<file path="config.mk">
export PLATFORM = sky130hd
export DESIGN_NAME = state_machine
export DESIGN_NICKNAME = d
export VERILOG_FILES = /design/src/rtl/state_machine_pkg.sv /design/src/rtl/state_machine.sv
export SDC_FILE = /design/constraint.sdc
export NUM_CORES = 1
export LEC_CHECK = 0
export CORE_MARGIN = 1.5
export CORE_UTILIZATION = 35
export CTS_BUF_LIST = sky130_fd_sc_hd__clkbuf_16
export DETAILED_ROUTE_END_ITERATION = 8
export PLACE_DENSITY = 0.53
export SETUP_SLACK_MARGIN = 0.2
export SLEW_MARGIN = 20
export SYNTH_ARGS = -nofsm -noshare
export SYNTH_HDL_FRONTEND = slang
export SYNTH_SLANG_ARGS = --single-unit
</file>
<file path="constraint.sdc">
create_clock -name clk -period 2 [get_ports clk]
set_input_delay 0.5 -clock clk [delete_from_list [all_inputs] [get_ports clk]]
set_output_delay 0.5 -clock clk [all_outputs]
set_load 0.01 [all_outputs]
</file>
<file path="src/rtl/state_machine_pkg.sv">
// Shared types and defaults for the drink dispenser controller.
//   state_t         : controller state encoding
//   RUN_TIMEOUT_DEF : default maximum pump-on time in clk cycles
package state_machine_pkg;

  typedef enum logic [2:0] {
    IDLE  = 3'd0,
    READY = 3'd1,
    RUN   = 3'd2,
    DONE  = 3'd3,
    FAULT = 3'd4
  } state_t;

  localparam int unsigned RUN_TIMEOUT_DEF = 1000;

endpackage

</file>
<file path="src/rtl/state_machine.sv">
// Moore controller for a single-cup drink dispenser with a run-timeout guard.
// Ports:
//   clk   : system clock, rising edge
//   rst_n : synchronous active-low reset
//   C     : cup present
//   S     : start request (level)
//   V     : vessel full (only examined while filling)
//   LEDS  : "press start" lamp
//   LEDC  : "insert cup" lamp
//   M     : pump motor enable
module state_machine
  import state_machine_pkg::*;
#(
  parameter int unsigned RUN_TIMEOUT = RUN_TIMEOUT_DEF
) (
  input  logic clk,
  input  logic rst_n,
  input  logic C,
  input  logic S,
  input  logic V,
  output logic LEDS,
  output logic LEDC,
  output logic M
);

  localparam int unsigned CNT_W = $clog2(RUN_TIMEOUT + 1);
  localparam logic [CNT_W-1:0] CNT_LAST = CNT_W'(RUN_TIMEOUT - 1);
  localparam logic [CNT_W-1:0] CNT_SAT  = CNT_W'(RUN_TIMEOUT);

  state_t           state_q, state_d;
  logic [CNT_W-1:0] cnt_q, cnt_d;
  logic             ledc_q, ledc_d;
  logic             leds_q, leds_d;
  logic             m_q, m_d;

  // State, run counter and decoded lamp/motor flops.
  always_ff @(posedge clk) begin
    if (!rst_n) begin
      state_q <= IDLE;
      cnt_q   <= '0;
      ledc_q  <= 1'b1;
      leds_q  <= 1'b0;
      m_q     <= 1'b0;
    end else begin
      state_q <= state_d;
      cnt_q   <= cnt_d;
      ledc_q  <= ledc_d;
      leds_q  <= leds_d;
      m_q     <= m_d;
    end
  end

  // Next state; counter is zero outside RUN so RUN entry always starts from 0.
  always_comb begin
    state_d = state_q;
    cnt_d   = '0;
    case (state_q)
      IDLE: begin
        if (C) state_d = READY;
      end
      READY: begin
        if (!C)     state_d = IDLE;
        else if (S) state_d = RUN;
      end
      RUN: begin
        if (!C)                   state_d = FAULT;
        else if (V)               state_d = DONE;
        else if (cnt_q == CNT_LAST) state_d = FAULT;
        else begin
          state_d = RUN;
          cnt_d   = (cnt_q == CNT_SAT) ? cnt_q : cnt_q + CNT_W'(1);
        end
      end
      DONE: begin
        if (!C) state_d = IDLE;
      end
      FAULT: begin
        if (!C && !S) state_d = IDLE;
      end
      default: state_d = IDLE;
    endcase
  end

  // Output decode of the next state, so the flops show the new state's outputs.
  always_comb begin
    ledc_d = 1'b1;
    leds_d = 1'b0;
    m_d    = 1'b0;
    case (state_d)
      IDLE:    begin ledc_d = 1'b1; leds_d = 1'b0; m_d = 1'b0; end
      READY:   begin ledc_d = 1'b0; leds_d = 1'b1; m_d = 1'b0; end
      RUN:     begin ledc_d = 1'b0; leds_d = 1'b0; m_d = 1'b1; end
      DONE:    begin ledc_d = 1'b0; leds_d = 1'b0; m_d = 1'b0; end
      FAULT:   begin ledc_d = 1'b1; leds_d = 1'b1; m_d = 1'b0; end
      default: begin ledc_d = 1'b1; leds_d = 1'b0; m_d = 1'b0; end
    endcase
  end

  assign LEDC = ledc_q;
  assign LEDS = leds_q;
  assign M    = m_q;

endmodule

</file>
==> impl_metrics.ini, run 1 <==
[run_status]
status = finished, final reports clean

[power_and_ir_drop]
finalPower_uw = 742
ir_worst_vdd_mv = 0.424
p_int_uw = 608
clockPowerShare = 0.514
switching_share = 0.181
powerDensity_nw_per_um2 = 805
p_sw_uw = 134
p_leak_uw = 0.000317
seqPwrFrac = 0.442
power_frac_comb = 0.045

[grt]
antenna_found_initial = 0
grt_pass1_wl_um = 2260
grt_usage = 0.122
grt_max_degree = 12
grt_overflow_total = 0
grt_pass1_vias = 547

[cts]
clk_pin_slew_ns = 0.05
cts_hold_buffers = 0
cts_resized = 0
cts_tree = done
cts-root-buf = clkbuf_16
cts_max_path_buffers = 2
post-cts-setup-buffer-count = 0
cts.sinks = 16
h-tree-depth = 1
clk_latency_ns = 0.24
cts_made_buffers = 3

[final_layout]
final_area_um2 = 922
drive_above_1_share = 0.0968
syn_to_final_growth_pct = 24.1
nets = 101
finalNonFillerCells = 120
antennaDiodeCount = 0

[floorplan]
die_h_um = 49.1
start_util = 0.375
fp.dieW_um = 49.1
rows = 16
die-area_um2 = 2410
core_area_um2 = 1980
io_pins = 8

[logic_synthesis]
yosys-top-cells-area = dfxtp_1 (43%), xor2_1 (7.1%), nor2_1 (6.6%)
dominantRegCellSynth = dfxtp_1
syn-num-nets = 89
avgSynthCellArea_um2 = 9.06
synthCells = 82
yosysWarnings = 0
synth_edf_count = 0
ys_top_cells_by_count = dfxtp_1 (16), nor2_1 (13), xor2_1 (6), nand2_1 (5)
synth_most_common_cell = dfxtp_1
synth-async-reset-ratio = 0
synth_seq_cells = 16
yosysSeqAreaShare = 0.431
syn-cell-area_um2 = 743
synth_cell_types = 26
synth_top_cell_area_share = 0.431
synth_top_cell_by_area = dfxtp_1

[timing]
max_freq_mhz = 582
hold_viol_final = 0
holdWs_ns = 0.544
fin_setup_tns_ns = 0
rsz0062_at_grt = false
min_period_ns = 1.72
post-route-period-util = 0.859
skew_ns = 0.000678
worst_pin_slew_ns = 0.428
setup_viol = 0
max-slew-margin-rel = 0.713
drv_slew = 0

[critical_path]
cp_slowest_cell = or4_4
crit_arrival_ns = 1.84
max_stage_delay_ns = 0.59
path_max_fanout = 11
end_kind = flip-flop
cp_cell_sequence = clkdlybuf4s50_1 > or4_4 > nand3_2 > o31ai_2
worst-path-buf-inv = 1
cp-start-kind = input pin
required_ns = 2.12
worstSetupPathType = in -> reg
cp_top_family = simple AND/OR/NAND/NOR gates

[detailed_routing]
wire_per_inst_um = 10.4
via_count = 572
detail_route.vias_per_cell = 4.77
route.detailed.drc = 0
drtAntennaViolNets = 0
drt_iter0_drc = 6
firstDrtPassIters = 3
drt-total-wl_um = 1240

[placement]
portBuffers = 7
post_dp_cell_area_um2 = 843
dp_cells = 116
place_hpwl_um = 913
gp_congestion = 0.785

[flow_run]
drv_cap = 0

[hold_path]
hp-class = reg -> reg
==> cell type report <==
cell class                      instances  area [um^2]
Tap cell                               27         33.8
Clock buffer                            3         75.1
Clock inverter                          1         3.75
Timing Repair Buffer                    8         77.6
Multi-Input combinational cell         63          404
Fill cell                             197         1060
Inverter                                2         7.51
Sequential cell                        16          320
==> per-layer routing <==
metal / vias up / part of all wire / GRT usage
li1: 304 / - / -
met1: 254 / 0.48 / 0.150
met2: 10 / 0.44 / 0.185
met3: 4 / 0.047 / 0.0337
met4: 0 / 0.027 / 0.0857
met5: - / 0 / 0
==> through the flow <==
stage                     setup slack, ns   util
after floorplan                     0.540      -
after global placement             0.0397  0.426
after detailed placement           0.0236  0.426
after CTS                           0.274  0.465
after global routing                0.209  0.465
final                               0.281  0.465
==> final timing paths <==
path              startpoint  endpoint  slack (ns)  depth (start not counted)
setup reg to reg    cnt_q[1]         M        0.41                          5
setup / recovery           V         M        0.28                          4
hold / removal      cnt_q[9]  cnt_q[9]        0.54                          2
hold reg to reg     cnt_q[9]  cnt_q[9]        0.54                          2
==> power groups by stage <==
stage	Sequential [uW]	Combinational [uW]	Clock, uW
6_report	328	33.1	381
5_1_grt	328	37.2	411
4_1_cts	327	33.1	399
3_5_place_dp	334	32.9	0
3_3_place_gp	334	33.3	0
2_1_floorplan	335	12.8	0
==> sequential cells by signal (all words and copies together), names as in the netlist <==
register  count
state_q       3
LEDC          1
LEDS          1
cnt_q        10
M             1
==> cells by family after synthesis <==
| logic type | after synthesis | share of synthesized area |
|---|---|---|
| adders and majority gates | 2 | 0.0337 |
| AOI/OAI and AO/OA | 8 | 0.0690 |
| buffers and inverters | 3 | 0.0253 |
| and+or+nand+nor | 44 | 0.333 |
| muxes | 1 | 0.0135 |
| xor gates and xnor gates | 8 | 0.0943 |
| DFF | 16 | 0.431 |
==> worst register-to-register path: cells and delay by family, from the launching register on <==
family	cells	cell delay, ns
adders and majority gates	1	0.27
and+or+nand+nor	3	0.75
AOI/OAI and AO/OA	1	0.10
DFF	1	0.35
==> cell usage in the layout, fill, tap and decap left out, drive strengths merged, types with 2 or more instances in the layout <==
cell / instances
a21oi: 3
ha: 2
o21ai: 3
nand3b: 3
nor3: 3
dfxtp: 16
inv: 2
nand2b: 4
xor2: 6
and3: 2
nor2b: 2
nand2: 5
and2: 2
xnor2: 2
clkdlybuf4s50: 7
nor2: 13
clkbuf: 3
nand4: 3
nand3: 4
No activity file was read; power rests on OpenSTA's default activity.
==> run 2: changes to the inputs <==
Settings changed: CTS_CLUSTER_SIZE from default to 10.
==> results of run 2 <==
No change in the layout: final DEF, timing and power equal those of run 1.
==> run 3: changes to the inputs <==
Settings changed: ABC_AREA from default to 1, CTS_BUF_LIST sky130_fd_sc_hd__clkbuf_16 to default, PLACE_DENSITY 0.53 to 0.57.
==> run 3 against run 2 <==
Against the previous run: utilization is 3.0 points lower; first-iteration DRC count is 130% higher; via count is 20% higher; area after synthesis is 12% higher.
==> impl_metrics.ini, run 3 <==
[run_status]
status = finished, final reports clean

[final_layout]
antennaDiodeCount = 0
drive_above_1_share = 0.229
syn_to_final_growth_pct = 17.0
final_area_um2 = 972
largestRegisters = cnt_q x10, state_q x3
regMostFlops = cnt_q
layout_common_cells = nand2_1 (19), dfxtp_1 (16), inv_1 (12)
nets = 126
final_common_cell = nand2_1
fill_cells = 235
largest_reg_flops = 10

[placement]
portBuffers = 7
place_hpwl_um = 1170
gp_congestion = 0.773
post_dp_cell_area_um2 = 936

[logic_synthesis]
synth-async-reset-ratio = 0
dominantRegCellSynth = dfxtp_1
syn-num-nets = 114
synth_top_cell_area_share = 0.386
yosys-top-cells-area = dfxtp_1 (39%), nand2_1 (8.6%), inv_1 (5.4%)
synth_top_cell_by_area = dfxtp_1
avgSynthCellArea_um2 = 7.76
synth_seq_cells = 16
yosysSeqAreaShare = 0.386
synthCells = 107
syn-cell-area_um2 = 831
synth_cell_types = 23
synth_most_common_cell = nand2_1
ys_top_cells_by_count = nand2_1 (19), dfxtp_1 (16), inv_1 (12), nor2_1 (8)
yosysWarnings = 0
synth_edf_count = 0

[detailed_routing]
firstDrtPassIters = 4
route.detailed.drc = 0
drt_iter0_drc = 14
via_count = 688
wire_per_inst_um = 10.1
detail_route.vias_per_cell = 4.71
drt-total-wl_um = 1480
drtAntennaViolNets = 0

[cts]
clk_latency_ns = 0.29
post-cts-setup-buffer-count = 0
cts_resized = 0
cts_max_path_buffers = 2
cts_made_buffers = 3
cts.sinks = 16
cts_tree = done
cts_hold_buffers = 0
h-tree-depth = 1
clk_pin_slew_ns = 0.09
cts-root-buf = clkbuf_4

[timing]
max-slew-margin-rel = 0.782
drv_slew = 0
skew_ns = 0.00399
worst_pin_slew_ns = 0.326
rsz0062_at_grt = false
post-route-period-util = 0.824
fin_setup_tns_ns = 0
max_freq_mhz = 607
min_period_ns = 1.65
setup_viol = 0
hold_viol_final = 0

[floorplan]
start_util = 0.372
die-area_um2 = 2670
io_pins = 8
die_h_um = 51.7
rows = 17
fp.dieW_um = 51.7
core_area_um2 = 2230

[critical_path]
cp_cell_sequence = clkdlybuf4s50_1
worst-path-buf-inv = 1
max_stage_delay_ns = 0.53
required_ns = 1.50
path_max_fanout = 1
cp_top_family = buffers and inverters
crit_arrival_ns = 1.15
end_kind = output port
cp-start-kind = flip-flop
cp_slowest_cell = clkdlybuf4s50_1
worstSetupPathType = reg -> out

[hold_path]
hp-class = reg -> reg

[grt]
grt_overflow_total = 0
grt_pass1_vias = 656
antenna_found_initial = 0
grt_pass1_wl_um = 2740
grt_max_degree = 11
grt_usage = 0.137

[power_and_ir_drop]
p_leak_uw = 0.000375
ir_worst_vdd_mv = 0.385
powerDensity_nw_per_um2 = 600

[flow_run]
drv_cap = 0
## run 3: cell count changes after synthesis, moves of 3 or more
cell | previous run | this run
nand2_2 | 0 | 5
nor2_4 | 0 | 3
nand3_1 | 3 | 6
xor2_1 | 6 | 3
inv_1 | 2 | 12
nor2_1 | 13 | 8
inv_2 | 0 | 5
nor2_2 | 0 | 5
o21ai_0 | 3 | 0
a21oi_1 | 3 | 6
nand2b_1 | 3 | 0
nand2_1 | 5 | 19
nand3b_1 | 3 | 0
## run 3: stage by stage
stage          total power [uW]  instances  setup WS, ns  hold WS (ns)   util
2_1_floorplan               354        107         0.758         0.468      -
3_3_place_gp                375        142         0.203         0.489  0.419
3_5_place_dp                376        142         0.191         0.490  0.419
4_1_cts                     595        146         0.328         0.504  0.435
5_1_grt                     615        146         0.302         0.543  0.435
6_report                    583        146         0.352         0.507  0.435
## run 3: area by class of cell
type                       instances  area (um^2)  share of cell area
multi-input combinational         74          447               0.459
timing repair buffer               7         70.1              0.0721
clock buffer                       4         36.3              0.0373
tap                               28         35.0              0.0360
inverter                          17         63.8              0.0656
sequential                        16          320               0.329
## run 3: path summary, 6_finish.rpt
| kind | startpoint | endpoint | slack (ns) | cells past startpoint |
|---|---|---|---|---|
| worst max-delay path | LEDC | LEDC | 0.35 | 1 |
| worst min-delay path | cnt_q[8] | cnt_q[8] | 0.51 | 2 |
| worst max register to register | cnt_q[1] | cnt_q[6] | 0.61 | 8 |
| worst min register to register | cnt_q[8] | cnt_q[8] | 0.51 | 2 |
## run 3: cell families after synthesis
logic type	share of synthesized area
AO/OA/AOI/OAI	0.0617
XOR/XNOR	0.0316
adder cells (fa/ha/maj)	0.0301
buffers and inverters	0.0768
flip-flops	0.386
AND/OR/NAND/NOR	0.414
## run 3: routing by layer
| metal | vias to the layer above | global-route usage | wire, um | part of all wire |
|---|---|---|---|---|
| li1 | 367 | - | - | - |
| met1 | 309 | 0.170 | 691 | 0.47 |
| met2 | 8 | 0.226 | 714 | 0.48 |
| met3 | 4 | 0.0201 | 48 | 0.032 |
| met4 | 0 | 0.0789 | 26 | 0.018 |
| met5 | - | 0 | 0 | 0 |
## run 3: power breakdown
part / internal, uW / total [uW] / switching (uW)
Combinational: 19.9 / 42.0 / 22.1
Sequential: 324 / 326 / 2.37
Clock: 111 / 215 / 104
